**config.mk**
```make
export PLATFORM = sky130hd
export DESIGN_NAME = count_tracker
export DESIGN_NICKNAME = d
export VERILOG_FILES = /design/src/rtl/count_tracker.sv
export SDC_FILE = /design/constraint.sdc
export NUM_CORES = 1
export LEC_CHECK = 0
export ABC_CLOCK_PERIOD_IN_PS = 2500
export BUFFER_PORTS_ARGS = -buffer_cell sky130_fd_sc_hd__buf_2
export CORE_UTILIZATION = 50
export DETAILED_ROUTE_END_ITERATION = 10
export HOLD_SLACK_MARGIN = 0.03
export PLACE_DENSITY = 0.73
export SLEW_MARGIN = 20
export SYNTH_ARGS = -nofsm -noshare
export SYNTH_HDL_FRONTEND = slang
export SYNTH_SLANG_ARGS = --single-unit
export TNS_END_PERCENT = 5
```
**constraint.sdc**
```tcl
create_clock -name clk -period 2.5 [get_ports clk]
set_input_delay 0.375 -clock clk [delete_from_list [all_inputs] [get_ports clk]]
set_output_delay 0.375 -clock clk [all_outputs]
set_load 0.05 [all_outputs]
```
**src/rtl/count_tracker.sv**
```systemverilog
`default_nettype none
// ============================================================================
// Module      : count_tracker
// Description : Follows a sampled 4-bit counter and classifies its motion as
//               unlocked, counting up or counting down. It reports wraps,
//               direction changes and illegal steps, and keeps a saturating
//               count of the illegal steps.
//               Optional feature macro: COUNT_TRACKER_LOAD_EN adds the ld and
//               ld_data ports, so that a known counter load is checked
//               against its load value instead of being judged as a step.
// Revision    : 1.0 - initial release
// ============================================================================
module count_tracker (
    input  logic       clk,
    input  logic       rst_n,
    input  logic       valid,
    input  logic [3:0] cnt_in,
`ifdef COUNT_TRACKER_LOAD_EN
    input  logic       ld,
    input  logic [3:0] ld_data,
`endif
    output logic       locked,
    output logic       dir_up,
    output logic       dir_down,
    output logic       wrap,
    output logic       dir_chg,
    output logic       err,
    output logic [7:0] err_cnt
);

    typedef enum logic [1:0] {
        ST_UNLOCKED  = 2'd0,
        ST_LOCK_UP   = 2'd1,
        ST_LOCK_DOWN = 2'd2
    } state_t;

    localparam logic [3:0] C_STEP_UP   = 4'd1;
    localparam logic [3:0] C_STEP_DOWN = 4'd15;
    localparam logic [3:0] C_STEP_HOLD = 4'd0;
    localparam logic [7:0] C_CNT_MAX   = 8'hFF;

    state_t     state_q, state_d;
    logic [3:0] prev_q, prev_d;
    logic       have_prev_q, have_prev_d;
    logic       wrap_q, wrap_d;
    logic       dir_chg_q, dir_chg_d;
    logic       err_q, err_d;
    logic [7:0] err_cnt_q, err_cnt_d;

    logic [3:0] delta;
    logic       load_hit;
    logic       load_bad;

    // Modulo-16 step between this sample and the previous one.
    assign delta = cnt_in - prev_q;

    // A load cycle is judged against ld_data instead of against the step rules.
`ifdef COUNT_TRACKER_LOAD_EN
    assign load_hit = ld;
    assign load_bad = (cnt_in != ld_data);
`else
    assign load_hit = 1'b0;
    assign load_bad = 1'b0;
`endif

    // Next-state, history and pulse computation for one sample.
    always_comb begin
        state_d     = state_q;
        prev_d      = prev_q;
        have_prev_d = have_prev_q;
        wrap_d      = 1'b0;
        dir_chg_d   = 1'b0;
        err_d       = 1'b0;
        err_cnt_d   = err_cnt_q;

        if (valid) begin
            prev_d      = cnt_in;
            have_prev_d = 1'b1;

            // The very first sample after reset only seeds the history.
            if (have_prev_q) begin
                if (load_hit) begin
                    if (load_bad) begin
                        err_d   = 1'b1;
                        state_d = ST_UNLOCKED;
                    end
                end else begin
                    case (state_q)
                        ST_UNLOCKED: begin
                            if (delta == C_STEP_UP) begin
                                state_d = ST_LOCK_UP;
                            end else if (delta == C_STEP_DOWN) begin
                                state_d = ST_LOCK_DOWN;
                            end
                        end
                        ST_LOCK_UP: begin
                            if (delta == C_STEP_UP) begin
                                wrap_d = (prev_q == 4'd15);
                            end else if (delta == C_STEP_DOWN) begin
                                state_d   = ST_LOCK_DOWN;
                                dir_chg_d = 1'b1;
                            end else if (delta != C_STEP_HOLD) begin
                                state_d = ST_UNLOCKED;
                                err_d   = 1'b1;
                            end
                        end
                        ST_LOCK_DOWN: begin
                            if (delta == C_STEP_DOWN) begin
                                wrap_d = (prev_q == 4'd0);
                            end else if (delta == C_STEP_UP) begin
                                state_d   = ST_LOCK_UP;
                                dir_chg_d = 1'b1;
                            end else if (delta != C_STEP_HOLD) begin
                                state_d = ST_UNLOCKED;
                                err_d   = 1'b1;
                            end
                        end
                        default: begin
                            state_d = ST_UNLOCKED;
                        end
                    endcase
                end
            end
        end

        if (err_d && (err_cnt_q != C_CNT_MAX)) begin
            err_cnt_d = err_cnt_q + 8'd1;
        end
    end

    // State, history and pulse registers with asynchronous clear.
    always_ff @(posedge clk or negedge rst_n) begin
        if (!rst_n) begin
            state_q     <= ST_UNLOCKED;
            prev_q      <= 4'd0;
            have_prev_q <= 1'b0;
            wrap_q      <= 1'b0;
            dir_chg_q   <= 1'b0;
            err_q       <= 1'b0;
            err_cnt_q   <= 8'd0;
        end else begin
            state_q     <= state_d;
            prev_q      <= prev_d;
            have_prev_q <= have_prev_d;
            wrap_q      <= wrap_d;
            dir_chg_q   <= dir_chg_d;
            err_q       <= err_d;
            err_cnt_q   <= err_cnt_d;
        end
    end

    assign locked   = (state_q == ST_LOCK_UP) || (state_q == ST_LOCK_DOWN);
    assign dir_up   = (state_q == ST_LOCK_UP);
    assign dir_down = (state_q == ST_LOCK_DOWN);
    assign wrap     = wrap_q;
    assign dir_chg  = dir_chg_q;
    assign err      = err_q;
    assign err_cnt  = err_cnt_q;

endmodule
`default_nettype wire

```
=== After elaboration in Yosys (flattened, before gate mapping) ===
Cells that the tools add are included.

* Reductions and logical operators: 6
* Add/subtract/negate cells: 2
* Eq/ne operators: 9
* Muxes and demuxes: 28

{| class="wikitable"
|+ Operators with widths
! operator !! number
|-
| $mux 1 || 17
|-
| $mux 2 || 7
|-
| $add 8x1->8 const B || 1
|-
| $eq 4x4->1 const B || 2
|-
| $ne 8x8->1 const B || 1
|-
| $pmux 1 s2 || 3
|-
| $pmux 2 s3 || 1
|-
| $reduce_and 5->1 || 1
|-
| $eq 4x1->1 const B || 1
|-
| $logic_not 4->1 || 1
|-
| $ne 2x2->1 const B || 2
|-
| $reduce_bool 4->1 || 1
|-
| $sub 4x4->4 || 1
|-
| $ne 3x3->1 const B || 1
|-
| $eq 2x1->1 const B || 1
|-
| $eq 2x2->1 const B || 1
|-
| $logic_not 2->1 || 1
|-
| $logic_and 1x1->1 || 1
|-
| $logic_or 1x1->1 || 1
|}

* Bits of input ports: 7
* Register bits after elaboration: 18
* Word-level logic and storage cells: 52

=== Longest topological paths before layout ===
* Depth after elaboration: 9
* Gate-level depth with buffers: 9
* Depth with buffers taken out: 9

=== Least setup slack after synthesis ===
Ideal clock, no wire load.

* Kind: input to register
* Start point: in cnt_in[0]
* End point: reg state_q[1]
* Arrival time: 2.289 ns
* Slack: 0.142 ns
* Buffers on the path: 0
* Cell stages on the path: 9
* Path through: inv_1 -> ha_1 -> fa_1 -> xor2_1 -> or3_1 -> nor3_4 -> a21oi_1 -> a31o_2 -> nand3_1

* Longest elaborated chain between the ends: 6

{| class="wikitable"
|+ Ends and longest elaborated chain
! what !! line !! text
|-
| start, declared || 17 || <nowiki>input logic [3:0] cnt_in,</nowiki>
|-
| $sub 4x4->4 (*) || 55 || <nowiki>assign delta = cnt_in - prev_q;</nowiki>
|-
| $reduce_bool 4->1 || 102, 113 ||
|-
| $mux 2 || - ||
|-
| $mux 2 (on tied branches) || 110, 99 ||
|-
| $mux 2 (on tied branches) || 108, 97 ||
|-
| $pmux 2 s3 || 88 || <nowiki>case (state_q)</nowiki>
|-
| end signal, assigned || 142 || <nowiki>state_q <= state_d;</nowiki>
|-
| end, declared || 42 || <nowiki>state_t state_q, state_d;</nowiki>
|}

Every way passes the cells marked *; elsewhere a longest branch is shown, timed or not. The select of a mux whose other input is x is not followed.
A chain may end at the register's enable or synchronous reset.

=== Final worst setup path ===
* Start point: reg prev_q[0]
* End point: reg err_cnt_q[1], in the netlist err_cnt[1]

* Longest elaborated chain between the ends: 9

{| class="wikitable"
|+ Ends and longest elaborated chain
! what !! line !! text
|-
| start, declared || 43 || <nowiki>logic [3:0] prev_q, prev_d;</nowiki>
|-
| start signal, assigned || 143 || <nowiki>prev_q <= prev_d;</nowiki>
|-
| $sub 4x4->4 (*) || 55 ||
|-
| $reduce_bool 4->1 || 102, 113 ||
|-
| $mux 1 || 102, 113 ||
|-
| $mux 1 (on tied branches) || 110, 99 ||
|-
| $mux 1 (on tied branches) || 108, 97 ||
|-
| $pmux 1 s2 (*) || 88 ||
|-
| $mux 1 (*) || 81 || <nowiki>if (have_prev_q) begin</nowiki>
|-
| $mux 1 (*) || 76 || <nowiki>if (valid) begin</nowiki>
|-
| $logic_and 1x1->1 (*) || 126 || <nowiki>if (err_d && (err_cnt_q != C_CNT_MAX)) begin</nowiki>
|-
| end signal, assigned || 148 || <nowiki>err_cnt_q <= err_cnt_d;</nowiki>
|-
| end, declared || 48 || <nowiki>logic [7:0] err_cnt_q, err_cnt_d;</nowiki>
|}

Every way passes the cells marked *; elsewhere a longest branch is shown, timed or not.

==> results.yml <==
status:
  outcome: "completed"
cts:
  cts_tree: "done"
  clock_path_buffers: 2
  clock-sinks: 18
  htreeDepth: 1
  root_buffer: "clkbuf_4"
  clk_pin_slew_ns: 0.10
  clk_latency_ns: 0.30
  cts_buffers: 3
setup_path:
  cpMaxStageDelayCell: "dfrtp_1"
  r2r-end: "err_cnt[1]"
  reg2reg_slack_ns: 0.08
  end_kind: "flop"
  required_ns: 2.69
  crit_path_start_kind: "flop"
  cp_max_fo: 5
  crit_top_cell: "buf_4"
  path_class: "reg2reg"
  path_depth: 9
  path_cells: "ha_1, fa_2, xor2_1, or3_4, nor3_4, buf_4, a2111oi_4, buf_4, mux2_2"
  cpLargestDelayFamily: "adder cells"
  worst-path-buf-inv: 2
  critPathMaxStageDelay_ns: 0.39
  r2r-start: "prev_q[0]"
  crit_path_end: "err_cnt[1]"
  cp.arrival_ns: 2.61
  reg2reg_depth: 9
  cp-startpoint: "prev_q[0]"
global_routing:
  antenna_found_initial: 0
  grt_pass1_vias: 871
  grt_max_degree: 19
  grt_pass1_wl_um: 3930
  grt_usage_pct: 21.3
  overflow: 0
logic_synthesis:
  syn-instance-count: 102
  seq_area_frac_synth_pct: 40.8
  synth_fp_nets: 118
  ys_ff_latch: 18
  synth.distinct_cells: 40
  yosys_warnings: 0
  avgSynthCellArea_um2: 10.8
  netlist_area_um2: 1100
sta:
  max_freq_ghz: 0.413
  slew_headroom_pct: 67.5
  drv_slew: 0
  worstMarginPinSlew_ns: 0.487
  fin_skew_ns: 0.00455
  setup-violations-final: 0
  post-route-min-period_ns: 2.42
  hold_violations: 0
  fin_crit_sh_pct: 96.9
  tns_ns: 0
power:
  intPower_mw: 0.617
  net-switching-power_mw: 0.537
  p_leak_nw: 0.664
  power.share.clock_pct: 15.7
  sw_frac_of_total_pct: 46.5
  vdd.ir_drop.worst_v: 0.000601
  seqPwrFrac_pct: 33.6
  comb_power_share_pct: 50.7
  powerDensity_nw_per_um2: 833
place:
  place_inst: 151
  dpl_cell_area_um2: 1260
  dp_hpwl_um: 1680
  portBuffers: 20
  finalWeightedCongestion: 0.857
die:
  core_um2: 2020
  die_h_um: 49.0
  die_area_um2: 2400
  fp.dieW_um: 49.0
  rows: 16
  io_pins: 21
  initial_utilization_pct: 54.6
route:
  finalWirelength_um: 2340
  vias: 914
  ant_nets: 0
  avgRoutedWirePerCell_um: 14.5
  vias_per_cell: 5.68
  drc: 0
  drtPass1Iterations: 7
  drt_iter0_markers: 17
final_layout:
  finalNetCount: 151
  instances_no_fill: 161
  post-route-util_pct: 68.4
  drive_above_1_share_pct: 36.6
  num_antenna_cells: 0
  fill_cells: 168
  final_area_um2: 1380
  areaGrowthSynthToFinish_pct: 25.3
run:
  cap_violations: 0
worst_hold_path:
  min_path_type: "in2reg"
==> per-stage QoR <==
stage | setup slack (ns) | hold WS, ns | power, mW
floorplan | 0.142 | 0.0794 | 0.811
CTS | 0.0261 | 0.309 | 1.11
global placement | 0.0423 | 0.318 | 0.923
global route | -0.00218 | 0.313 | 1.22
finish | 0.0765 | 0.307 | 1.15
detailed placement | -0.0498 | 0.329 | 0.933
==> state kept, by name, indices dropped and copies added, names as in the netlist <==
| name | flops |
|---|---|
| dir_chg | 1 |
| err | 1 |
| err_cnt | 8 |
| have_prev_q | 1 |
| prev_q | 4 |
| state_q | 2 |
| wrap | 1 |
==> what timing repair did <==
action                                  in CTS  in global routing
endpoints found under the setup margin       0                  8
hold buffers                                 1                  0
resized for setup                            0                  8
setup buffers                                0                  5
hold endpoints to repair                    18                  0
==> worst min-delay path by stage <==
stage	startpoint	endpoint	slack, ns	cells after the start
after floorplan	rst_n	dir_chg	0.08	0
after global placement	rst_n	err_cnt[7]	0.32	1
after detailed placement	rst_n	err_cnt[5]	0.33	1
after CTS	cnt_in[2]	prev_q[2]	0.31	3
after global routing	cnt_in[0]	prev_q[0]	0.31	2
final	cnt_in[2]	prev_q[2]	0.31	3
==> worst register-to-register path, delay by kind of cell, from the launching register on <==
family	cells	cell delay, ns
AO/OA/AOI/OAI	1	0.04
XOR/XNOR	1	0.18
adder cells (fa/ha/maj)	2	0.57
buffers and inverters	2	0.35
flip-flops	1	0.39
multiplexers	1	0.26
AND/OR/NAND/NOR	2	0.53
==> layer usage <==
| layer | GRT usage [%] | part of all wire, % | vias up |
|---|---|---|---|
| met3 | 5.61 | 3.0 | 0 |
| met4 | 2.94 | 0 | 0 |
| met2 | 37.3 | 52 | 20 |
| met1 | 26.9 | 45 | 452 |
| li1 | - | - | 442 |
| met5 | 0 | 0 | - |
==> cell families after synthesis <==
family          count (synthesis)  share of synthesized area, %
compound gates                 18                          13.5
xor+xnor                        9                          7.81
fa+ha+maj                       9                          10.9
buf+inv                         7                          2.49
flops                          18                          40.8
mux                             3                          3.06
simple gates                   38                          21.5
==> cells in the mapped netlist <==
cell type   n  area (um^2)
dfrtp_1    18          450
ha_1        8          100
nand4_1     7         43.8
inv_1       6         22.5
nand3_1     6         30.0
xnor2_1     5         43.8
nand2_1     4         15.0
nor2_1      4         15.0
a21oi_1     3         15.0
mux2_2      3         33.8
o21ai_0     3         15.0
xor2_1      3         26.3
and3_1      2         12.5
nand3b_1    2         15.0
nor3b_1     2         15.0
or2_2       2         12.5
a2111oi_4   1         27.5
a211oi_1    1         7.51
a21o_1      1         7.51
a21oi_2     1         8.76
a22oi_1     1         7.51
a311o_1     1         10.0
a31o_2      1         8.76
a32o_1      1         10.0
and2_1      1         6.26
and3_4      1         11.3
and4_1      1         8.76
buf_2       1         5.00
fa_1        1         20.0
nand2b_1    1         6.26
nor2b_1     1         6.26
nor3_1      1         5.00
nor3_4      1         16.3
nor4_2      1         12.5
o211ai_1    1         7.51
o21bai_1    1         7.51
o31a_1      1         8.76
o31ai_1     1         7.51
or3_1       1         6.26
xor2_2      1         16.3
==> placed cells by master, fill, tap and decap left out, drive strengths merged, types with 2 or more instances in the layout <==
master  count
buf        28
and3        3
a21oi       4
nor2        4
nand3       6
ha          8
o21ai       3
xor2        4
dfrtp      18
nor3        2
nand2       4
mux2        3
xnor2       5
clkbuf      4
nand4       7
inv         6
or2         2
nor3b       2
nand3b      2
==> final cells by class <==
cell class | count | area, um^2 | share of cell area, %
clock buffers | 4 | 36.3 | 2.62
well taps | 27 | 33.8 | 2.44
inverters | 6 | 22.5 | 1.63
multi-input cells | 77 | 671 | 48.5
repair buffers | 29 | 170 | 12.3
flip-flops and latches | 18 | 450 | 32.5
==> power by group through the flow <==
stage          Clock, mW  Sequential, mW  Combinational [mW]
6_report           0.181           0.388               0.585
5_1_grt            0.196           0.394               0.628
4_1_cts            0.184           0.387               0.544
3_5_place_dp           0           0.393               0.541
3_3_place_gp           0           0.392               0.531
2_1_floorplan          0           0.460               0.351
Power figures use the tool's default switching activity.
